## src/rtl/login_check_ctrl.sv

```systemverilog
// Keypad login checker: collects BCD digits, compares against PASSWORD, holds PASS/FAIL, counts retries.
// Retry lockout (LOCK state, Locked, code 11) is built only when LOGIN_LOCKOUT_EN is defined.
module login_check_ctrl #(
    parameter int                      NUM_DIGITS  = 4,
    parameter logic [4*NUM_DIGITS-1:0] PASSWORD    = 16'h1234,
    parameter int                      HOLD_CYCLES = 50_000_000,
    parameter int                      MAX_FAILS   = 3,
    parameter int                      LOCK_CYCLES = 500_000_000
) (
    input  logic       Clk,
    input  logic       Rst,
    input  logic [3:0] DigitIn,
    input  logic       DigitValid,
    input  logic       Clear,
    output logic [1:0] WarningFlag,
    output logic [2:0] DigitCount,
    output logic       Locked
);

`ifdef LOGIN_LOCKOUT_EN
    localparam int TMAX = (HOLD_CYCLES > LOCK_CYCLES) ? HOLD_CYCLES : LOCK_CYCLES;
    typedef enum logic [2:0] {S_ENTRY, S_CHECK, S_PASS, S_FAIL, S_LOCK} state_t;
`else
    localparam int TMAX = HOLD_CYCLES;
    typedef enum logic [2:0] {S_ENTRY, S_CHECK, S_PASS, S_FAIL} state_t;
`endif
    localparam int            TW        = (TMAX > 1) ? $clog2(TMAX) : 1;
    localparam logic [TW-1:0] HOLD_LOAD = TW'(HOLD_CYCLES - 1);
    localparam logic [3:0]    ND        = 4'(NUM_DIGITS);
    localparam logic [3:0]    MF        = 4'(MAX_FAILS);

    state_t                  state;
    logic [TW-1:0]           timer;
    logic [3:0]              cnt;
    logic [3:0]              fail_cnt;
    logic [1:0]              flag;
    logic [4*NUM_DIGITS-1:0] entry_buf;
    logic [4*NUM_DIGITS-1:0] next_buf;

    generate
        if (NUM_DIGITS == 1) begin : g_one
            assign next_buf = DigitIn;
        end else begin : g_many
            assign next_buf = {entry_buf[4*NUM_DIGITS-5:0], DigitIn};
        end
    endgenerate

`ifdef LOGIN_LOCKOUT_EN
    localparam logic [TW-1:0] LOCK_LOAD = TW'(LOCK_CYCLES - 1);
    logic locked_q;
    assign Locked = locked_q;
`else
    assign Locked = 1'b0;
`endif

    assign WarningFlag = flag;
    assign DigitCount  = cnt[2:0];

    always_ff @(posedge Clk or posedge Rst) begin
        if (Rst) begin
            state     <= S_ENTRY;
            timer     <= '0;
            cnt       <= '0;
            fail_cnt  <= '0;
            flag      <= 2'b00;
            entry_buf <= '0;
`ifdef LOGIN_LOCKOUT_EN
            locked_q  <= 1'b0;
`endif
        end else begin
            case (state)
                S_ENTRY: begin
                    // A full entry spends one cycle here before CHECK; strobes in that cycle are dropped.
                    if (cnt == ND) begin
                        state <= S_CHECK;
                    end else if (Clear) begin
                        entry_buf <= '0;
                        cnt       <= '0;
                    end else if (DigitValid && (DigitIn <= 4'd9)) begin
                        entry_buf <= next_buf;
                        cnt       <= cnt + 4'd1;
                    end
                end
                S_CHECK: begin
                    timer <= HOLD_LOAD;
                    if (entry_buf == PASSWORD) begin
                        state    <= S_PASS;
                        flag     <= 2'b10;
                        fail_cnt <= '0;
                    end else begin
                        state <= S_FAIL;
                        flag  <= 2'b01;
                        if (fail_cnt != MF) fail_cnt <= fail_cnt + 4'd1;
                    end
                end
                S_PASS: begin
                    if (timer == '0) begin
                        state     <= S_ENTRY;
                        flag      <= 2'b00;
                        cnt       <= '0;
                        entry_buf <= '0;
                    end else begin
                        timer <= timer - 1'b1;
                    end
                end
                S_FAIL: begin
                    if (timer == '0) begin
`ifdef LOGIN_LOCKOUT_EN
                        if (fail_cnt == MF) begin
                            state    <= S_LOCK;
                            flag     <= 2'b11;
                            locked_q <= 1'b1;
                            timer    <= LOCK_LOAD;
                        end else begin
                            state     <= S_ENTRY;
                            flag      <= 2'b00;
                            cnt       <= '0;
                            entry_buf <= '0;
                        end
`else
                        state     <= S_ENTRY;
                        flag      <= 2'b00;
                        cnt       <= '0;
                        entry_buf <= '0;
`endif
                    end else begin
                        timer <= timer - 1'b1;
                    end
                end
`ifdef LOGIN_LOCKOUT_EN
                S_LOCK: begin
                    if (timer == '0) begin
                        state     <= S_ENTRY;
                        flag      <= 2'b00;
                        locked_q  <= 1'b0;
                        fail_cnt  <= '0;
                        cnt       <= '0;
                        entry_buf <= '0;
                    end else begin
                        timer <= timer - 1'b1;
                    end
                end
`endif
                default: state <= S_ENTRY;
            endcase
        end
    end

endmodule

```

## config.mk

```make
export PLATFORM = sky130hd
export DESIGN_NAME = login_check_ctrl
export DESIGN_NICKNAME = d
export VERILOG_FILES = /design/src/rtl/login_check_ctrl.sv
export SDC_FILE = /design/constraint.sdc
export NUM_CORES = 1
export LEC_CHECK = 0
export CELL_PAD_IN_SITES_DETAIL_PLACEMENT = 0
export CELL_PAD_IN_SITES_GLOBAL_PLACEMENT = 2
export CORE_MARGIN = 4
export CORE_UTILIZATION = 40
export CTS_BUF_LIST = sky130_fd_sc_hd__clkbuf_4
export DETAILED_ROUTE_END_ITERATION = 6
export PLACE_DENSITY_LB_ADDON = 0.1
export RECOVER_POWER = 100
export SLEW_MARGIN = 20
export SYNTH_ARGS = -nofsm -noshare
export SYNTH_HDL_FRONTEND = slang
export SYNTH_SLANG_ARGS = --single-unit
```

## constraint.sdc

```tcl
create_clock -name Clk -period 4.5 [get_ports Clk]
set_clock_uncertainty 0.15 [all_clocks]
set_input_delay 0.45 -clock Clk [delete_from_list [all_inputs] [get_ports Clk]]
set_output_delay 0.45 -clock Clk [all_outputs]
set_load 0.005 [all_outputs]
```

==> results.md <==
### Worst setup path
- timer[1]$_DFFE_PP0P_ — Critical R2R Capture
- reg -> reg — path type of the worst setup path
- flop — endpoint class of the critical path
- timer[1]$_DFFE_PP0P_ — Critical path destination
- 3.07 ns — Worst Path Arrival
- 4.66 ns — worst endpoint required time
- timer[2]$_DFFE_PP0P_ — FF-to-FF Start
- 5 — number of cells on the worst reg-to-reg path
- 9 — worst-path fanout max
- flop — Worst Setup Start Kind
- timer[2]$_DFFE_PP0P_ — Setup crit start
- 1.58 ns — FF-to-FF setup slack

### Cells and area
- 5.39% — Area Overhead vs Synth
- 314 — Post-layout nets
- 0 — Ant. Diodes
- 7.89% — fraction of final layout cells with drive strength greater than 1

### Status
- finished, final reports clean — run status

### Logic synthesis
- sky130_fd_sc_hd__dfrtp_1 — library cell with the largest summed area after synthesis
- 0 — count of flip-flops with a built-in enable after synthesis
- 43.9% — sequential cell area fraction in the yosys report
- 57 — Unique masters post-synth
- sky130_fd_sc_hd__dfrtp_1 — dominant synthesized flop cell
- sky130_fd_sc_hd__dfrtp_1 — most instantiated library cell after synthesis
- 9.48 sq um — average instance area after synthesis
- sky130_fd_sc_hd__dfrtp_1 (44%), sky130_fd_sc_hd__nand3_1 (4.4%), sky130_fd_sc_hd__o21ai_0 (4.2%) — Synth area leaders
- 312 — total nets after synthesis
- sky130_fd_sc_hd__dfrtp_1 (50), sky130_fd_sc_hd__nand2_1 (30), sky130_fd_sc_hd__nand3_1 (25), sky130_fd_sc_hd__nor2_1 (25), sky130_fd_sc_hd__o21ai_0 (24) — cell types with the highest counts after synthesis
- 100% — post-synthesis async set-or-reset flop share
- 2850 sq um — Cell Area, Synth
- 0 — Yosys warning total
- 301 — post-synthesis instance total
- 50 — total of flip-flops plus latches after synthesis
- 43.9% — portion of synthesized cell area occupied by the leading cell type

### Clock network
- 0.15 ns — clk slew on worst S/H paths
- yes — CTS tree
- 0.37 ns — insertion delay of the later-clocked pin in the worst-skew pair
- 2 — depth of the CTS H-tree
- sky130_fd_sc_hd__clkbuf_4 — clock root cell
- 50 — Clock Sinks
- 0 — post-CTS resize count
- 0 — Post-CTS Setup Inserts
- 5 — TritonCTS buffer count
- 2 — Clock Path Buffers
- 0 — hold bufs inserted after CTS

### STA
- 0 — Max Slew Vio Count
- false — RSZ-0062 raised after global routing
- 343 MHz — Max Freq
- 38.6% — Max transition margin
- 0.921 ns — transition time at the pin with the least slew margin
- 0 ns — total negative setup slack
- 2.92 ns — Tmin final
- 0 — Setup Viol. Count Final
- 1.58 ns — Worst Slack Setup Final
- 0 — final hold violations
- 64.8% — final critical-path share of the clock period
- 0.367 ns — worst hold margin

### Flow run
- 0 — maxcap violations

### Die
- 41.5% — initial cell density of the core
- 92.5 microns — Die Span X
- 30 — Rows
- 14 — number of top-level design ports
- 92.5 microns — die boundary height
- 8550 sq um — area of the die
- 6870 sq um — Core Area

### Place
- 1.60 ns — Worst Setup Slack post-DPL
- 0.722 — placer congestion estimate
- 4.25 mm — final HPWL from detailed placement
- 12 — IO buf count

### Detailed routing
- 2177 — number of vias in the routed layout
- 0 — remaining number of nets flagged by the antenna check after routing
- 0 — post-route DRC violation count
- 15.6 microns — average wire per cell in the routed design
- 6.23 mm — total wire length
- 5.44 — via density per instance
- 4 — drt first pass iters
- 77 — number of DRC markers after the initial detailed-route iteration

### GRT
- 2065 — vias in the first global route
- 10.5 mm — global-route wire length before repair
- 0 — number of antenna violations at the first check in global routing
- 51 — maximum number of pins on one net before global-route repair
- 0 — overflow left after global routing
- 15.3% — Total Routing Usage GR

### Pwr
- 464 nW/um^2 — total power per unit cell area
- 1.12 nW — leak pwr
- 0.235 mV — highest ir drop seen on vdd

### Min path
- reg -> reg — HP Class

-- cell usage in the layout (no fill, tap or decap), types with 2 or more instances in the layout --
| master | n |
|---|---|
| sky130_fd_sc_hd__or3_1 | 3 |
| sky130_fd_sc_hd__a22oi_1 | 2 |
| sky130_fd_sc_hd__clkinv_1 | 2 |
| sky130_fd_sc_hd__o211ai_1 | 4 |
| sky130_fd_sc_hd__and4_1 | 3 |
| sky130_fd_sc_hd__inv_1 | 7 |
| sky130_fd_sc_hd__nand4_1 | 2 |
| sky130_fd_sc_hd__a22o_1 | 5 |
| sky130_fd_sc_hd__and3_1 | 3 |
| sky130_fd_sc_hd__nor2_1 | 26 |
| sky130_fd_sc_hd__or4_4 | 2 |
| sky130_fd_sc_hd__nor4_2 | 3 |
| sky130_fd_sc_hd__ha_1 | 3 |
| sky130_fd_sc_hd__nor3_1 | 5 |
| sky130_fd_sc_hd__dfrtp_1 | 50 |
| sky130_fd_sc_hd__nor4b_1 | 4 |
| sky130_fd_sc_hd__o41ai_1 | 2 |
| sky130_fd_sc_hd__clkdlybuf4s50_1 | 6 |
| sky130_fd_sc_hd__nor4_1 | 10 |
| sky130_fd_sc_hd__o31ai_1 | 3 |
| sky130_fd_sc_hd__dlygate4sd3_1 | 6 |
| sky130_fd_sc_hd__a311oi_1 | 2 |
| sky130_fd_sc_hd__clkbuf_4 | 5 |
| sky130_fd_sc_hd__xnor2_1 | 9 |
| sky130_fd_sc_hd__nand3_1 | 26 |
| sky130_fd_sc_hd__or2_1 | 2 |
| sky130_fd_sc_hd__o21ai_0 | 26 |
| sky130_fd_sc_hd__nand2_1 | 30 |
| sky130_fd_sc_hd__nor4_4 | 2 |
| sky130_fd_sc_hd__a41oi_1 | 2 |
| sky130_fd_sc_hd__a31oi_1 | 2 |
| sky130_fd_sc_hd__a21oi_1 | 9 |
| sky130_fd_sc_hd__xor2_1 | 5 |
| sky130_fd_sc_hd__mux2i_1 | 5 |
| sky130_fd_sc_hd__buf_4 | 4 |
| sky130_fd_sc_hd__and2_1 | 5 |
-- cells by family (layout without fill, tap and decap cells) --
group / Yosys count / count (layout) / share of synthesized area [%]
compound gates: 62 / 62 / 14.0
xor+xnor: 14 / 14 / 4.30
fa+ha+maj: 3 / 3 / 1.32
mux: 6 / 6 / 2.15
flops: 50 / 50 / 43.9
simple gates: 136 / 136 / 29.6
buf+inv: 29 / 32 / 4.65
other cells: 1 / 1 / 0.131
-- flip-flops by register name, indices dropped and copies added (netlist names) --
register	flops
timer	26
state	2
cnt	4
entry_buf	16
WarningFlag	2
-- final cells by class --
cell class	instances	area [sq um]
Fill cell	677	3860
Clock buffer	5	37.5
Clock inverter	3	20.0
Timing Repair Buffer	16	150
Sequential cell	50	1250
Multi-Input combinational cell	222	1400
Tap cell	96	120
Inverter	8	30.0
-- critical path, cell delays in order, from the launching register on --
cell,delay (ns)
sky130_fd_sc_hd__dfrtp_1,0.48
sky130_fd_sc_hd__nor4_1,0.56
sky130_fd_sc_hd__nand4_1,0.51
sky130_fd_sc_hd__nor2_1,0.61
sky130_fd_sc_hd__mux2_2,0.40
sky130_fd_sc_hd__a22oi_1,0.14
-- where the power goes --
part	switching (mW)	internal [mW]
sequential	0.198	0.592
combinational	0.181	0.208
clock	0.156	0.0615
-- worst min-delay path by stage --
stage | cells after the start | start | slack, ns | to
final | 1 | timer[7]$_DFFE_PP0P_ | 0.37 | timer[7]$_DFFE_PP0P_
after global routing | 1 | timer[25]$_DFFE_PP0P_ | 0.39 | timer[25]$_DFFE_PP0P_
after CTS | 1 | timer[25]$_DFFE_PP0P_ | 0.37 | timer[25]$_DFFE_PP0P_
after detailed placement | 2 | entry_buf[14]$_DFFE_PP0P_ | 0.35 | entry_buf[14]$_DFFE_PP0P_
after global placement | 2 | entry_buf[14]$_DFFE_PP0P_ | 0.34 | entry_buf[14]$_DFFE_PP0P_
after floorplan | 1 | timer[25]$_DFFE_PP0P_ | 0.30 | timer[25]$_DFFE_PP0P_
-- routing by layer --
metal	share of wire (%)	track usage, %
met2	47	24.4
met1	49	21.4
met5	0	0
met4	0.91	4.08
met3	2.5	2.68
-- per-stage QoR --
step | instance area, sq um | cells | total power [mW] | util [%]
floorplan | 2850 | 301 | 1.09 | -
global placement | 3020 | 392 | 1.21 | 44.0
detailed placement | 3020 | 392 | 1.22 | 44.0
CTS | 3080 | 400 | 1.44 | 44.8
global route | 3010 | 400 | 1.51 | 43.8
finish | 3010 | 400 | 1.40 | 43.8
Note: power is estimated with default switching activity, not from simulation.
